`src/rtl/processor_pkg.sv`:
```
// Shared processor definitions used by the multiply/accumulate engine.
// Contents: multiply opcode encodings, engine state encoding, CPSR N/Z bit
// positions, and small opcode-decode helpers.
package processor_pkg;

    localparam logic [3:0] OP_MUL   = 4'b0000;
    localparam logic [3:0] OP_MLA   = 4'b0001;
    localparam logic [3:0] OP_UMULL = 4'b0100;
    localparam logic [3:0] OP_UMLAL = 4'b0101;
    localparam logic [3:0] OP_SMULL = 4'b0110;
    localparam logic [3:0] OP_SMLAL = 4'b0111;

    // Flag positions in the CPSR, shared with the writeback path
    localparam int unsigned CPSR_N_BIT = 31;
    localparam int unsigned CPSR_Z_BIT = 30;

    typedef enum logic [1:0] {
        ST_IDLE,
        ST_MULTIPLY,
        ST_ACCUMULATE,
        ST_DONE
    } mac_state_t;

    function automatic logic op_is_legal(input logic [3:0] op);
        case (op)
            OP_MUL, OP_MLA, OP_UMULL, OP_UMLAL, OP_SMULL, OP_SMLAL: op_is_legal = 1'b1;
            default:                                               op_is_legal = 1'b0;
        endcase
    endfunction

    // smull/smlal share the 011x encoding
    function automatic logic op_is_signed(input logic [3:0] op);
        op_is_signed = (op[3:1] == 3'b011);
    endfunction

    // Long forms (umull/umlal/smull/smlal) have opcode bit 2 set
    function automatic logic op_is_long(input logic [3:0] op);
        op_is_long = op[2];
    endfunction

    // Accumulating forms have opcode bit 0 set
    function automatic logic op_is_acc(input logic [3:0] op);
        op_is_acc = op[0];
    endfunction

endpackage

```
`src/rtl/multiply_accumulate_unit_multiply_step.sv`:
```
// multiply_step: combinational radix-2^BITS_PER_CYCLE partial-product adder.
// Ports:
//   partial      in  2*WIDTH  running partial product
//   multiplicand in  WIDTH    unsigned multiplicand
//   b_slice      in  BPC      current multiplier digit
//   shift        in  log2(W)  bit weight of the current digit
//   next_partial out 2*WIDTH  partial + (multiplicand * b_slice) << shift
module multiply_step #(
    parameter int unsigned WIDTH          = 32,
    parameter int unsigned BITS_PER_CYCLE = 2
) (
    input  logic [2*WIDTH-1:0]         partial,
    input  logic [WIDTH-1:0]           multiplicand,
    input  logic [BITS_PER_CYCLE-1:0]  b_slice,
    input  logic [$clog2(WIDTH)-1:0]   shift,
    output logic [2*WIDTH-1:0]         next_partial
);

    logic [WIDTH+BITS_PER_CYCLE-1:0] digit_product;

    always_comb begin
        digit_product = {{BITS_PER_CYCLE{1'b0}}, multiplicand}
                      * {{WIDTH{1'b0}}, b_slice};
        next_partial  = partial
                      + ({{(WIDTH-BITS_PER_CYCLE){1'b0}}, digit_product} << shift);
    end

endmodule

```
`src/rtl/multiply_accumulate_unit.sv`:
```
// multiply_accumulate_unit: iterative mul/mla/umull/umlal/smull/smlal engine
// retiring BITS_PER_CYCLE multiplier bits per clock.
// Ports:
//   clk, rst                    clock, synchronous active-high reset
//   start_valid/start_ready     issue handshake (ready only in IDLE)
//   opcode, a, b                operation, multiplicand (rm), multiplier (rs)
//   acc_hi, acc_lo              accumulator words
//   result_valid/result_ready   result handshake
//   result, n_flag, z_flag      2*WIDTH result and writeback flags
//   illegal                     last operation had an unsupported opcode
//   busy                        engine not in IDLE
// Build option: define EARLY_TERMINATION_EN to leave MULTIPLY as soon as the
// remaining multiplier bits are all zero.
module multiply_accumulate_unit
    import processor_pkg::*;
#(
    parameter int unsigned WIDTH          = 32,
    parameter int unsigned BITS_PER_CYCLE = 2
) (
    input  logic                 clk,
    input  logic                 rst,
    input  logic                 start_valid,
    output logic                 start_ready,
    input  logic [3:0]           opcode,
    input  logic [WIDTH-1:0]     a,
    input  logic [WIDTH-1:0]     b,
    input  logic [WIDTH-1:0]     acc_hi,
    input  logic [WIDTH-1:0]     acc_lo,
    output logic                 result_valid,
    input  logic                 result_ready,
    output logic [2*WIDTH-1:0]   result,
    output logic                 n_flag,
    output logic                 z_flag,
    output logic                 illegal,
    output logic                 busy
);

    localparam int unsigned SHW = $clog2(WIDTH);
    localparam logic [SHW-1:0] LAST_SHIFT = SHW'(WIDTH - BITS_PER_CYCLE);
    localparam logic [SHW-1:0] SHIFT_STEP = SHW'(BITS_PER_CYCLE);

    mac_state_t         state;
    logic [3:0]         op_r;
    logic               illegal_r;
    logic               sign_r;
    logic [WIDTH-1:0]   mcand_r;
    logic [WIDTH-1:0]   mplier_r;
    logic [WIDTH-1:0]   acc_hi_r;
    logic [WIDTH-1:0]   acc_lo_r;
    logic [SHW-1:0]     shift_r;
    logic [2*WIDTH-1:0] partial_r;
    logic [2*WIDTH-1:0] partial_next;

    logic [WIDTH-1:0]   a_abs;
    logic [WIDTH-1:0]   b_abs;
    logic               last_step;
    logic [2*WIDTH-1:0] prod;
    logic [2*WIDTH-1:0] sum;
    logic [2*WIDTH-1:0] acc_result;
    logic               acc_n;
    logic               acc_z;

    multiply_step #(
        .WIDTH          (WIDTH),
        .BITS_PER_CYCLE (BITS_PER_CYCLE)
    ) u_step (
        .partial      (partial_r),
        .multiplicand (mcand_r),
        .b_slice      (mplier_r[BITS_PER_CYCLE-1:0]),
        .shift        (shift_r),
        .next_partial (partial_next)
    );

    always_comb begin
        a_abs = a[WIDTH-1] ? ('0 - a) : a;
        b_abs = b[WIDTH-1] ? ('0 - b) : b;

`ifdef EARLY_TERMINATION_EN
        last_step = (shift_r == LAST_SHIFT)
                 || (mplier_r[WIDTH-1:BITS_PER_CYCLE] == '0);
`else
        last_step = (shift_r == LAST_SHIFT);
`endif

        prod = sign_r ? ('0 - partial_r) : partial_r;
        sum  = '0;
        if (op_is_long(op_r)) begin
            sum        = prod + {acc_hi_r, acc_lo_r};
            acc_result = op_is_acc(op_r) ? sum : prod;
        end else begin
            sum        = prod + {{WIDTH{1'b0}}, acc_lo_r};
            acc_result = op_is_acc(op_r) ? {{WIDTH{1'b0}}, sum[WIDTH-1:0]}
                                         : {{WIDTH{1'b0}}, prod[WIDTH-1:0]};
        end

        if (op_is_long(op_r)) begin
            acc_n = acc_result[2*WIDTH-1];
            acc_z = (acc_result == '0);
        end else begin
            acc_n = acc_result[WIDTH-1];
            acc_z = (acc_result[WIDTH-1:0] == '0);
        end

        // Illegal opcodes report a zero result with Z set
        if (illegal_r) begin
            acc_result = '0;
            acc_n      = 1'b0;
            acc_z      = 1'b1;
        end
    end

    always_ff @(posedge clk) begin
        if (rst) begin
            state        <= ST_IDLE;
            start_ready  <= 1'b1;
            result_valid <= 1'b0;
            result       <= '0;
            n_flag       <= 1'b0;
            z_flag       <= 1'b0;
            illegal      <= 1'b0;
            busy         <= 1'b0;
            op_r         <= OP_MUL;
            illegal_r    <= 1'b0;
            sign_r       <= 1'b0;
            mcand_r      <= '0;
            mplier_r     <= '0;
            acc_hi_r     <= '0;
            acc_lo_r     <= '0;
            shift_r      <= '0;
            partial_r    <= '0;
        end else begin
            case (state)
                ST_IDLE: begin
                    if (start_valid) begin
                        op_r        <= opcode;
                        acc_hi_r    <= acc_hi;
                        acc_lo_r    <= acc_lo;
                        partial_r   <= '0;
                        shift_r     <= '0;
                        start_ready <= 1'b0;
                        busy        <= 1'b1;
                        if (op_is_signed(opcode)) begin
                            mcand_r  <= a_abs;
                            mplier_r <= b_abs;
                            sign_r   <= a[WIDTH-1] ^ b[WIDTH-1];
                        end else begin
                            mcand_r  <= a;
                            mplier_r <= b;
                            sign_r   <= 1'b0;
                        end
                        // Illegal opcodes skip MULTIPLY; ACCUMULATE forces the
                        // zero result so DONE is reached one edge after accept.
                        illegal_r <= !op_is_legal(opcode);
                        state     <= op_is_legal(opcode) ? ST_MULTIPLY : ST_ACCUMULATE;
                    end
                end

                ST_MULTIPLY: begin
                    partial_r <= partial_next;
                    mplier_r  <= mplier_r >> BITS_PER_CYCLE;
                    shift_r   <= shift_r + SHIFT_STEP;
                    if (last_step) begin
                        state <= ST_ACCUMULATE;
                    end
                end

                ST_ACCUMULATE: begin
                    result       <= acc_result;
                    n_flag       <= acc_n;
                    z_flag       <= acc_z;
                    illegal      <= illegal_r;
                    result_valid <= 1'b1;
                    state        <= ST_DONE;
                end

                ST_DONE: begin
                    if (result_ready) begin
                        result_valid <= 1'b0;
                        start_ready  <= 1'b1;
                        busy         <= 1'b0;
                        state        <= ST_IDLE;
                    end
                end

                default: state <= ST_IDLE;
            endcase
        end
    end

endmodule
```
`config.mk`:
```
export PLATFORM = sky130hd
export DESIGN_NAME = multiply_accumulate_unit
export DESIGN_NICKNAME = d
export VERILOG_FILES = /design/src/rtl/processor_pkg.sv /design/src/rtl/multiply_accumulate_unit_multiply_step.sv /design/src/rtl/multiply_accumulate_unit.sv
export SDC_FILE = /design/constraint.sdc
export NUM_CORES = 1
export LEC_CHECK = 0
export ABC_AREA = 1
export CAP_MARGIN = 20
export CORE_MARGIN = 4
export CORE_UTILIZATION = 43
export DETAILED_ROUTE_END_ITERATION = 7
export GPL_TIMING_DRIVEN = 1
export HOLD_SLACK_MARGIN = 0.15
export SLEW_MARGIN = 25
export SYNTH_ARGS = -nofsm -noshare
export SYNTH_HDL_FRONTEND = slang
export SYNTH_SLANG_ARGS = --single-unit
export TNS_END_PERCENT = 50
```
`constraint.sdc`:
```
create_clock -name clk -period 6.54 [get_ports clk]
set_clock_uncertainty 0.15 [all_clocks]
set_input_delay 1.308 -clock clk [delete_from_list [all_inputs] [get_ports clk]]
set_output_delay 1.308 -clock clk [all_outputs]
set_load 0.03 [all_outputs]
```
== After elaboration in Yosys (flattened, before gate mapping) ==
Index checks and enable logic that the tools add are counted.
Cells by class
  add/sub/neg operators: 7
  multipliers: 1
  equal/unequal tests: 13
  shift operators: 1
  muxes and demuxes: 36
  bitwise gates (word level): 1
  reduce and logical (&&, ||, !) cells: 14
Operators by type and width (count)
  64-bit two-way mux: 5
  32-bit two-way mux: 6
  64-bit adder: 2
  64-bit case mux with 2 select lines: 1
  64-bit logical NOT: 1
  32-bit case mux with 2 select lines: 1
  34-bit by 5-bit << shifter with 64-bit output: 1
  1-bit by 32-bit subtractor with 32-bit output, first input constant: 2
  1-bit by 64-bit subtractor with 64-bit output, first input constant: 1
  32-bit by 2-bit multiplier with 34-bit output: 1
  32-bit adder: 1
  32-bit logical NOT: 1
  4-bit by 3-bit == test with 1-bit output, second input constant: 4
  1-bit two-way mux: 13
  5-bit case mux with 2 select lines: 1
  2-bit two-way mux: 4
  2-bit case mux with 4 select lines: 1
  2-bit != test, second input constant: 3
  1-bit case mux with 2 select lines: 3
  2-bit AND reduction: 3
  3-bit AND reduction: 2
  2-bit nonzero test: 3
  6-bit OR reduction: 1
  5-bit by 2-bit adder with 5-bit output, second input constant: 1
  other kinds (10): 11
Storage, ports and cells
  flip-flop bits (word level): 274
  input port bits: 136
  output and inout bits: 70
  logic and storage cells: 90

== Logic depth before layout (Yosys ltp) ==
  depth in word-level cells: 9
  mapped depth: 38

== Cells and area by module ==
A second synthesis with hierarchy kept.
Second synthesis, totals
  cell total of the unflattened synthesis: 5572
  area, all modules: 30578.1 um2
By module, submodules not included
  multiply_accumulate_unit: times used 1, cells an instance 3696, area an instance 21050.2 um2, sequential area each 5445.2 um2
  multiply_step: times used 1, cells an instance 1876, area an instance 9527.9 um2, sequential area each 0.0 um2

== Worst setup path before layout ==
Ideal clock, no wire load.
  path kind: reg2reg
  start: reg mplier_r[0]
  end: reg partial_r[41]
  setup time: 132 ps
  arrival time: 4360 ps
  data required time: 6258 ps
  path slack: 1898 ps
  cell stages (with the launch flop): 30
  period minus slack after synthesis: 4642 ps
  path through: dfxtp_1 clkbuf_1 clkbuf_1 nand2_1 inv_1 ha_1 inv_1 fa_1 nand3b_1 nand2_2 a21oi_2 o21bai_1 xor2_1 o21ai_0 or2_2 nand3_1 nand2_1 nor2_1 ha_1 nand2_1 inv_1 a21oi_1 o21ai_0 a21oi_1 nand2_1 a21oi_1 o21bai_1 or2_2 nand3_1 a21oi_1
On the way
  cells in the longest elaborated chain, start to end: 4
RTL lines
  start: declaration: RTL line multiply_accumulate_unit.sv:47  | logic [WIDTH-1:0] mplier_r;
  start signal: assignment: RTL line multiply_accumulate_unit.sv:144  | mplier_r <= b_abs;
  start signal: assignment: RTL line multiply_accumulate_unit.sv:160  | mplier_r <= mplier_r >> BITS_PER_CYCLE;
  32-bit by 2-bit multiplier with 34-bit output: RTL line multiply_accumulate_unit_multiply_step.sv:23  | * {{WIDTH{1'b0}}, b_slice};
  34-bit by 5-bit << shifter with 64-bit output: RTL line multiply_accumulate_unit_multiply_step.sv:25  | + ({{(WIDTH-BITS_PER_CYCLE){1'b0}}, digit_product} << shift);
  64-bit adder: RTL line multiply_accumulate_unit_multiply_step.sv:25
  64-bit case mux with 2 select lines: RTL line multiply_accumulate_unit.sv:132  | case (state)
  end signal: assignment: RTL line multiply_accumulate_unit.sv:159  | partial_r <= partial_next;
  end: declaration: RTL line multiply_accumulate_unit.sv:51  | logic [2*WIDTH-1:0] partial_r;
Every way passes these cells.
A chain may end at the register's enable or synchronous reset.

== Worst setup path after layout ==
  start: reg mplier_r[0]
  end: reg partial_r[53]
Same word-level chain as after synthesis.

==> reports/results.tsv <==
stage	metric	value	unit
routing	DRT antenna net count	0	
flow_run	Max Cap Viol	0	
placed_design	input/output buffers	205	
floorplanning	# IOs	206	
floorplanning	row count	95	
timing	Final TNS setup	0	ps
status	outcome	completed	
worst_setup_path	worst setup path class	flop to flop	
worst_setup_path	CP Max Fanout	34	
worst_setup_path	Startpoint Class	flop	
global_route	largest net degree at the start of global routing	76	
power	Max VDD drop	227	uV
routing	router iterations before antenna repair	7	
floorplanning	Die Area	72000	sq um
logic_synthesis	cell taking the most area after synthesis	nand2_1	
worst_setup_path	CP bufs+invs	4	
clock_tree	CTS Sinks	272	
routing	overall routed net length	119000	um
placed_design	placed cell count	6281	
global_route	first-pass GRT wire length	181000	um
logic_synthesis	Post-Synthesis Cells	5331	
clock_tree	Root Buffer	clkbuf_16	
timing	Final Max Slew Viols	0	
logic_synthesis	share of Yosys cell area claimed by the top area cell type	20.9	%
routing	initial drt markers	2515	
timing	fmax	163	MHz
power	Leak Pwr	16.7	nW
global_route	vias in the first global route	32048	
routing	DRC errors left	0	
layout	n_diodes	0	
placed_design	RePlAce Congestion	1.05	
worst_setup_path	Top Family by Delay on Critical Path	simple AND/OR/NAND/NOR gates	
floorplanning	Die H	268	um
routing	drt wl/cell	18.8	um
worst_setup_path	crit-path max cell delay	940	ps
floorplanning	CORE AREA	67200	sq um
clock_tree	Hold Buf Count CTS	0	
floorplanning	die width	268	um
clock_tree	clock transition at the registers of the reported paths	60	ps
logic_synthesis	#FFs+latches synth	272	
timing	Final setup viols	0	
logic_synthesis	Synth Cell Area	29200	sq um
timing	Tmin final	6130	ps
worst_setup_path	WP data required	6810	ps
layout	share of cells above drive strength 1	4.09	%
layout	Final #Nets	5756	
timing	RSZ-0062 raised after global routing	no	
logic_synthesis	Most used DFF post-synth	dfxtp_1	
floorplanning	Starting Density	43.4	%
logic_synthesis	count of unique library cells instantiated by Yosys	52	
routing	vias after detailed routing	33867	
clock_tree	post_cts resized	0	
logic_synthesis	FFs w/ async S/R, synth	0	%
clock_tree	TritonCTS clock tree	yes	
layout	Area Growth Syn to Fin	14.0	%
logic_synthesis	Net Count, Synth	5642	
clock_tree	CTS Buf Count	35	
global_route	GRT overflow	0	
global_route	initial antenna violation count	0	
power	PwrDens	290	nW/um^2
timing	slew at the pin closest to its max-slew limit	1090	ps
timing	Fin. Hold Viols	0	
timing	Rel. slew slack	26.9	%
clock_tree	Clock Path Buffers	3	
timing	fin crit share	93.8	%
min_path	HP Class	flop to flop	
clock_tree	H-Tree Depth	2	
global_route	total track usage	32.2	%
layout	Cell Count, Final, Fillers Out	6345	
layout	final core utilization	49.5	%
logic_synthesis	Synth Warn #	0	
worst_setup_path	CP dominant cell by count	nand2_1	
worst_setup_path	critical path endpoint category	flop	
logic_synthesis	Seq/Total Area, Yosys	18.7	%
worst_setup_path	slowest stage cell, crit path	nor4_1	
logic_synthesis	synth top area cells	nand2_1 21%, dfxtp_1 19%, inv_1 9.8%	
routing	DR vias/cell	5.34	
logic_synthesis	synthesized area per cell	5.47	sq um
logic_synthesis	EDFF count, synth	0	
placed_design	HPWL after detailed placement	98300	um
worst_setup_path	Worst Path Arrival	6410	ps
clock_tree	clock latency on the worst-skew pair	580	ps
clock_tree	Post-CTS Setup Inserts	0	
[cell usage in the layout, fill, tap and decap left out, types with 10 or more instances in the layout]
cell type and count:
o21ai_1 23, or2_2 42, nand4_1 41, o21bai_1 20
nand2_1 1624, o21ai_0 288, dfxtp_1 270, nand2_2 10
ha_1 172, clkdlybuf4s50_1 204, nand3b_1 19, nand3_1 535
inv_2 19, nor4_1 10, xnor2_1 26, inv_1 756
o221ai_1 16, nor2_4 11, a31oi_1 17, nor2_1 632
a21oi_1 395, a21o_1 25, clkbuf_16 36, buf_4 37
xor2_1 39, o211ai_1 36, nor3_1 40
[registers in the layout, summed over array words and instances, names as in the netlist, 2 cells and up]
name,count
acc_lo_r,32
mcand_r,32
result,64
mplier_r,32
op_r,2
acc_hi_r,32
state,2
shift_r,4
partial_r,64
[layer usage]
| layer | track usage [%] | up-vias | wire, um |
|---|---|---|---|
| met4 | 14.0 | 0 | 5970 |
| li1 | - | 17358 | - |
| met2 | 56.2 | 928 | 55600 |
| met3 | 3.56 | 234 | 5970 |
| met1 | 40.1 | 15347 | 51500 |
| met5 | 0 | - | 0 |
[logic make-up (layout without fill, tap and decap cells)]
| family | after synthesis | in the layout | synth area share [%] |
|---|---|---|---|
| mux | 3 | 3 | 0.103 |
| xor+xnor | 65 | 65 | 1.95 |
| fa+ha+maj | 175 | 175 | 7.59 |
| simple gates | 3003 | 3003 | 43.1 |
| flops | 272 | 272 | 18.7 |
| compound gates | 867 | 867 | 16.4 |
| buf+inv | 946 | 1087 | 12.2 |
[worst paths after layout]
kind | start | to | slack [ps] | cells past startpoint
setup / recovery | mplier_r[0] | partial_r[53] | 410 | 30
hold / removal | illegal | illegal | 310 | 1
setup reg to reg | mplier_r[0] | partial_r[53] | 410 | 30
hold reg to reg | illegal | illegal | 310 | 1
[synthesized netlist by cell type, types with 3 or more instances]
cell	n
a221oi_1	4
o221a_2	4
o21ai_0	289
a21oi_1	395
or2_1	8
a211oi_1	4
clkinv_1	4
o211ai_1	36
inv_1	759
buf_1	14
nand3b_1	19
nor2_4	9
inv_2	18
nor2_1	634
nor3_2	8
nand3_2	6
nor2_2	7
nand2_4	3
nor4_1	10
o21ai_2	6
mux2i_1	3
nor3_1	40
clkbuf_1	141
a31oi_1	17
nand2_2	9
nand2_1	1625
o221ai_1	16
a31o_2	3
nand4_1	41
o21a_1	6
ha_1	172
o31ai_1	3
a21o_1	25
or2_2	42
xor2_1	39
dfxtp_1	272
and2_1	6
a21boi_0	7
o21ai_1	23
nand3_1	535
xnor2_1	26
fa_1	3
buf_2	10
o21bai_1	20
[report_power, final]
part	internal, mW	switching [mW]
registers	1.94	0.264
logic	1.60	3.67
clock network	1.30	0.848
[metrics by stage]
step,power (mW),hold WS [ps],setup WS [ps],area [sq um]
2_1_floorplan,5.68,292,1900,29200
3_3_place_gp,7.41,286,561,32000
3_5_place_dp,7.44,295,568,32000
4_1_cts,9.62,309,559,33200
5_1_grt,10.3,316,80.4,33200
6_report,9.63,308,406,33200
[cell type report]
class	instances	area [sq um]
clock buffers	48	1030
clock inverters	16	229
fillers	7463	33900
inverters	781	2940
multi-input cells	4113	20200
flip-flops and latches	272	5450
well taps	873	1090
repair buffers	242	2330
Power figures use the tool's default switching activity.
